--- src/rtl/pc_sequencer.sv ---
// Program counter and control-flow unit: next-PC selection, stall hold, latched IRQ,
// supervisor masking, exception/interrupt vectoring with EPC, and a retired-instruction counter.
module pc_sequencer #(
    parameter int                 ADDR_W   = 32,
    parameter logic [ADDR_W-1:0]  RESET_PC = '0,
    parameter logic [ADDR_W-1:0]  IRQ_VEC  = 32'h80000004,
    parameter logic [ADDR_W-1:0]  EXC_VEC  = 32'h80000008,
    parameter int                 JT_W     = 26,
    parameter int                 CNT_W    = 32
) (
    input  logic              clk,
    input  logic              reset,
    input  logic              stall,
    input  logic [2:0]        pcsrc,
    input  logic              branch_taken,
    input  logic [15:0]       imm16,
    input  logic [JT_W-1:0]   jt,
    input  logic [ADDR_W-1:0] jr_target,
    input  logic              illegal_op,
    input  logic              irq_in,
    output logic [ADDR_W-1:0] pc,
    output logic [ADDR_W-1:0] pc_plus4,
    output logic              supervisor,
    output logic [ADDR_W-1:0] epc,
    output logic              epc_we,
    output logic              irq_ack,
    output logic              irq_pending,
    output logic [CNT_W-1:0]  instr_count
);
    localparam int LOW_W = ADDR_W - 1;
    localparam int JX_W  = (JT_W + 2 > LOW_W) ? JT_W + 2 : LOW_W;

    logic              irq_prev;
    logic              irq_edge;
    logic              take_exc;
    logic              take_irq;
    logic [LOW_W-1:0]  br_off;
    logic [LOW_W-1:0]  br_low;
    logic [JX_W-1:0]   jt_wide;
    logic [ADDR_W-1:0] next_pc;

    // The supervisor bit sits outside all address arithmetic; only vectors and jr change it.
    assign supervisor = pc[ADDR_W-1];
    assign pc_plus4   = {pc[ADDR_W-1], pc[LOW_W-1:0] + LOW_W'(4)};

    assign irq_edge = irq_in & ~irq_prev;
    assign take_exc = ~stall & illegal_op & ~supervisor;
    assign take_irq = ~stall & irq_pending & ~supervisor & ~take_exc;

    assign epc_we  = take_exc | take_irq;
    assign irq_ack = take_irq;
    // Exceptions resume after the faulting op; interrupts re-execute the interrupted one.
    assign epc     = take_exc ? pc_plus4 : pc;

    assign br_off  = {{(LOW_W-18){imm16[15]}}, imm16, 2'b00};
    assign br_low  = pc_plus4[LOW_W-1:0] + br_off;
    assign jt_wide = JX_W'({jt, 2'b00});

    always_comb begin
        next_pc = pc_plus4;
        if (take_exc) begin
            next_pc = EXC_VEC;
        end else if (take_irq) begin
            next_pc = IRQ_VEC;
        end else begin
            case (pcsrc)
                3'b001: if (branch_taken) next_pc = {pc[ADDR_W-1], br_low};
                3'b010: next_pc = {pc[ADDR_W-1], jt_wide[LOW_W-1:0]};
                3'b011: next_pc = supervisor ? jr_target : {1'b0, jr_target[LOW_W-1:0]};
                default: next_pc = pc_plus4;
            endcase
        end
    end

    always_ff @(posedge clk or negedge reset) begin
        if (!reset) begin
            pc          <= RESET_PC;
            irq_prev    <= 1'b0;
            irq_pending <= 1'b0;
            instr_count <= '0;
        end else begin
            irq_prev <= irq_in;
            // A fresh edge wins over the clear so a request arriving during the take is not lost.
            if (irq_edge)
                irq_pending <= 1'b1;
            else if (take_irq)
                irq_pending <= 1'b0;
            if (!stall) begin
                pc <= next_pc;
                if (!(take_exc | take_irq))
                    instr_count <= instr_count + CNT_W'(1);
            end
        end
    end
endmodule

--- config.mk ---
export PLATFORM = sky130hd
export DESIGN_NAME = pc_sequencer
export DESIGN_NICKNAME = d
export VERILOG_FILES = /design/src/rtl/pc_sequencer.sv
export SDC_FILE = /design/constraint.sdc
export NUM_CORES = 1
export LEC_CHECK = 0
export BUFFER_PORTS_ARGS = -buffer_cell sky130_fd_sc_hd__buf_2
export CORE_AREA = 5 5 117 119
export CTS_CLUSTER_DIAMETER = 40
export DETAILED_ROUTE_END_ITERATION = 6
export DIE_AREA = 0 0 122 124
export PLACE_DENSITY = 0.91
export SLEW_MARGIN = 0
export SYNTH_ARGS = -nofsm -noshare
export SYNTH_HDL_FRONTEND = slang
export SYNTH_SLANG_ARGS = --single-unit
--- constraint.sdc ---
create_clock -name clk -period 4.8 [get_ports clk]
set_input_delay 1.2 -clock clk [delete_from_list [all_inputs] [get_ports clk]]
set_output_delay 1.2 -clock clk [all_outputs]
set_load 0.01 [all_outputs]
==> results.md <==
- Outcome: completed
- Total negative slack: 0 ps
- Syn. warnings: 0
- Initial antenna violation count: 0
- Vias in the first global route: 6,781
- Clock Skew: 9.380 ps
- Arr. time, crit path: about 4600 ps
- Worst path required time: between 5000 and 6000 ps
- Detailed Route WL: around 23 mm
- Std-Cell Rows: between 40 and 50
- DR vias: 7,151
- PD cells: 471.9 nW/um^2
- Die width: about 120 um
- Syn-to-layout area delta: 23.65%
- CTS sink count: 66
- Clock tree buffer depth: 2
- Slew @ Worst Pin: between 800 and 900 ps
- Core area: 12,470 sq um
- Worst setup SP type: flop
- Worst-path cell chain: ha_1 > nand3_1 > nor3_1 > and3_1 > nand3_1 > nor2_2 > xnor2_1 > ha_1 > nand2_1 > o21ai_0 > a21oi_1 > nand2_1 > a21o_1 > a221oi_2 > a211oi_1 > a211oi_2 > or3b_1
- Setup CP Type: flop to flop
- Post-detail-place hpwl: between 15 and 20 mm
- Num CTS Buffers: 9
- Leak: about 4 nW
- IO Port Bufs: roughly 210
- Post-Syn Nets: about 900
- Max cap viols: 0
- WL/cell: between 15 and 20 um
- Max IR drop VDD: between 200 and 250 uV
- Worst r2r src: pc[2]$_DFFE_PN0N_
- CP max FO: 7
- Post-route ant nets: 0
- Global-route wire length before repair: 34.61 mm
- Setup-failing EPs final: 0
- DR iter-0 viols: about 870
- Grt total ovfl: 0
- Distinct cells, synth: 79
- Layout cells sized above 1: 0.2704
- Synth Flop Type: dfrtp_1
- Synthesized instance count: approximately 800
- Sequential element share of the synthesized area: 0.2578
- CP top delay family: simple AND/OR/NAND/NOR gates
- Cell Area, Synth: ~6400 sq um
- Worst-skew pair later-pin latency: between 300 and 400 ps
- CTS tree: done
- CP max stage cell: dfrtp_1
- Initial Util: 0.5139
- Slew margin rel.: 0.4130
- Final period utilization: 0.9182
- Unrepaired setup endpoints after global routing: false
- Fmax: 226.9 MHz
- Crit path time final: 4407 ps
- # DRC: 0
- Num ports: around 220
- Worst min-delay path startpoint: irq_prev$_DFF_PN0_
- Via/cell ratio: between 6 and 7
- EDFF count, synth: 0
- Routability cong.: ~0.97
- Die area: approximately 15,000 sq um
- Syn avg cell area: 8.038 sq um
- GRT Overall Usage: 0.2893
- Clock root buffer: clkbuf_16
- Critical path startpoint: pc[2]$_DFFE_PN0N_
- Final Slew Violations: 0
- Drt pass-1 iters: 6
- Largest net degree at the start of global routing: 46
- Synth Register Bits: 66
- Die H: around 120 um
- Clk slew on worst S/H paths: 60 ps
- Post-CTS Setup Bufs: 0
- CTS H-Tree Depth: 3
- Final Hold Violating Endpoints: 0
- Type of the tightest min-delay check: flop to flop
- Total power: about 3.7 mW
- WP buf/inv: 0
- NumNets Final: about 1,100
- Ys async rst share: 1.000
- CP max stage delay: between 400 and 500 ps
- Min Hold Slack: 439.7 ps
- Endpoint type of the worst setup path: flop
- Antenna Cells: 0
[final timing paths]
| check | slack [ps] | cells past startpoint | to |
|---|---|---|---|
| setup reg to reg | 390 | 17 | pc[30]$_DFFE_PN0N_ |
| max in group asynchronous | 2900 | 2 | pc[11]$_DFFE_PN0N_ |
| setup / recovery | 390 | 17 | pc[30]$_DFFE_PN0N_ |
| hold / removal | 440 | 1 | irq_pending$_DFFE_PN0P_ |
| hold reg to reg | 440 | 1 | irq_pending$_DFFE_PN0P_ |
| min in group asynchronous | 990 | 1 | instr_count[7]$_DFFE_PN0P_ |
[power breakdown]
part	switching, mW	leakage [nW]	internal [mW]	total [mW]
combinational	1.22	2.91	0.871	2.09
clock	0.261	0.160	0.459	0.719
sequential	0.251	0.862	0.677	0.928
[synth_stat cells (6+ instances only)]
master,number,area share
nand2_1,88,0.052
xnor2_1,69,0.094
nor2_1,67,0.039
dfrtp_1,66,0.26
o21ai_0,52,0.041
a21oi_1,42,0.033
ha_1,35,0.068
clkbuf_1,32,0.019
nand3_1,32,0.025
xor2_1,32,0.044
inv_1,22,0.013
a21o_1,17,0.020
nand4_1,17,0.017
and3_1,15,0.015
nor3_1,14,0.011
a211oi_1,12,0.014
mux2i_1,12,0.019
nand2b_1,12,0.012
a221oi_1,11,0.015
and2_1,10,0.0098
o21a_1,9,0.011
a22o_1,8,0.011
buf_4,8,0.0094
o211ai_1,7,0.0082
o221ai_1,7,0.0096
buf_2,6,0.0047
or3_1,6,0.0059
[what timing repair did]
item | 4_1_cts | 5_1_grt
endpoints found under the setup margin | 0 | 1
gates resized for setup | 0 | 1
hold buffers | 0 | 0
endpoints found under the hold margin | 0 | 0
[area by class of cell]
type,count,area (sq um)
Sequential cell,66,1652
Clock inverter,7,100.1
Clock buffer,9,225.2
Timing Repair Buffer,230,1191
Fill cell,1049,4544
Multi-Input combinational cell,661,4456
Inverter,22,82.58
Tap cell,172,215.2
[cells by family (layout without fill, tap and decap cells)]
kind of cell | count (synthesis) | count (layout) | synth area share
AOI/OAI and AO/OA | 220 | 220 | 0.2369
xor gates and xnor gates | 103 | 103 | 0.1432
adders and majority gates | 36 | 36 | 0.07148
buffers and inverters | 70 | 268 | 0.04688
DFF | 66 | 66 | 0.2578
muxes | 12 | 12 | 0.01875
and+or+nand+nor | 290 | 290 | 0.2250
[per-stage QoR]
step | instances | area, sq um | setup WS (ps) | utilization
global route | 1167 | 7921 | 43.45 | 0.6355
detailed placement | 1151 | 7595 | 460.4 | 0.6093
finish | 1167 | 7921 | 392.8 | 0.6355
floorplan | 797 | 6406 | 810.6 | -
CTS | 1167 | 7920 | 422.0 | 0.6354
global placement | 1151 | 7595 | 623.3 | 0.6093
[layout by cell type, fill, tap and decap left out, types with 3 or more instances in the layout]
| master | n |
|---|---|
| a211oi_1 | 12 |
| a21o_1 | 17 |
| a21oi_1 | 42 |
| a221o_1 | 3 |
| a221oi_1 | 11 |
| a22o_1 | 8 |
| a22oi_1 | 5 |
| a31oi_1 | 5 |
| and2_1 | 10 |
| and3_1 | 15 |
| and4_1 | 3 |
| buf_2 | 214 |
| buf_4 | 16 |
| clkbuf_16 | 9 |
| dfrtp_1 | 66 |
| ha_1 | 35 |
| inv_1 | 22 |
| mux2i_1 | 12 |
| nand2_1 | 88 |
| nand2b_1 | 12 |
| nand3_1 | 32 |
| nand4_1 | 17 |
| nor2_1 | 67 |
| nor2b_1 | 4 |
| nor3_1 | 14 |
| o211ai_1 | 7 |
| o21a_1 | 9 |
| o21ai_0 | 52 |
| o21bai_1 | 5 |
| o221ai_1 | 7 |
| o22ai_1 | 5 |
| o31ai_1 | 5 |
| or3_1 | 6 |
| xnor2_1 | 69 |
| xor2_1 | 32 |
[metal layers]
metal,part of all wire,wire (um),vias to the layer above,GRT usage
li1,-,-,3274,-
met1,0.39,8786,3308,0.3709
met2,0.46,10400,462,0.4706
met3,0.099,2222,107,0.05132
met4,0.049,1098,0,0.1450
met5,0,0,-,0
[registers in the layout, summed over array words and instances, names as in the netlist]
signal       cells
instr_count     32
irq_pending      1
irq_prev         1
pc              32
(Power assumes the default switching activity.)
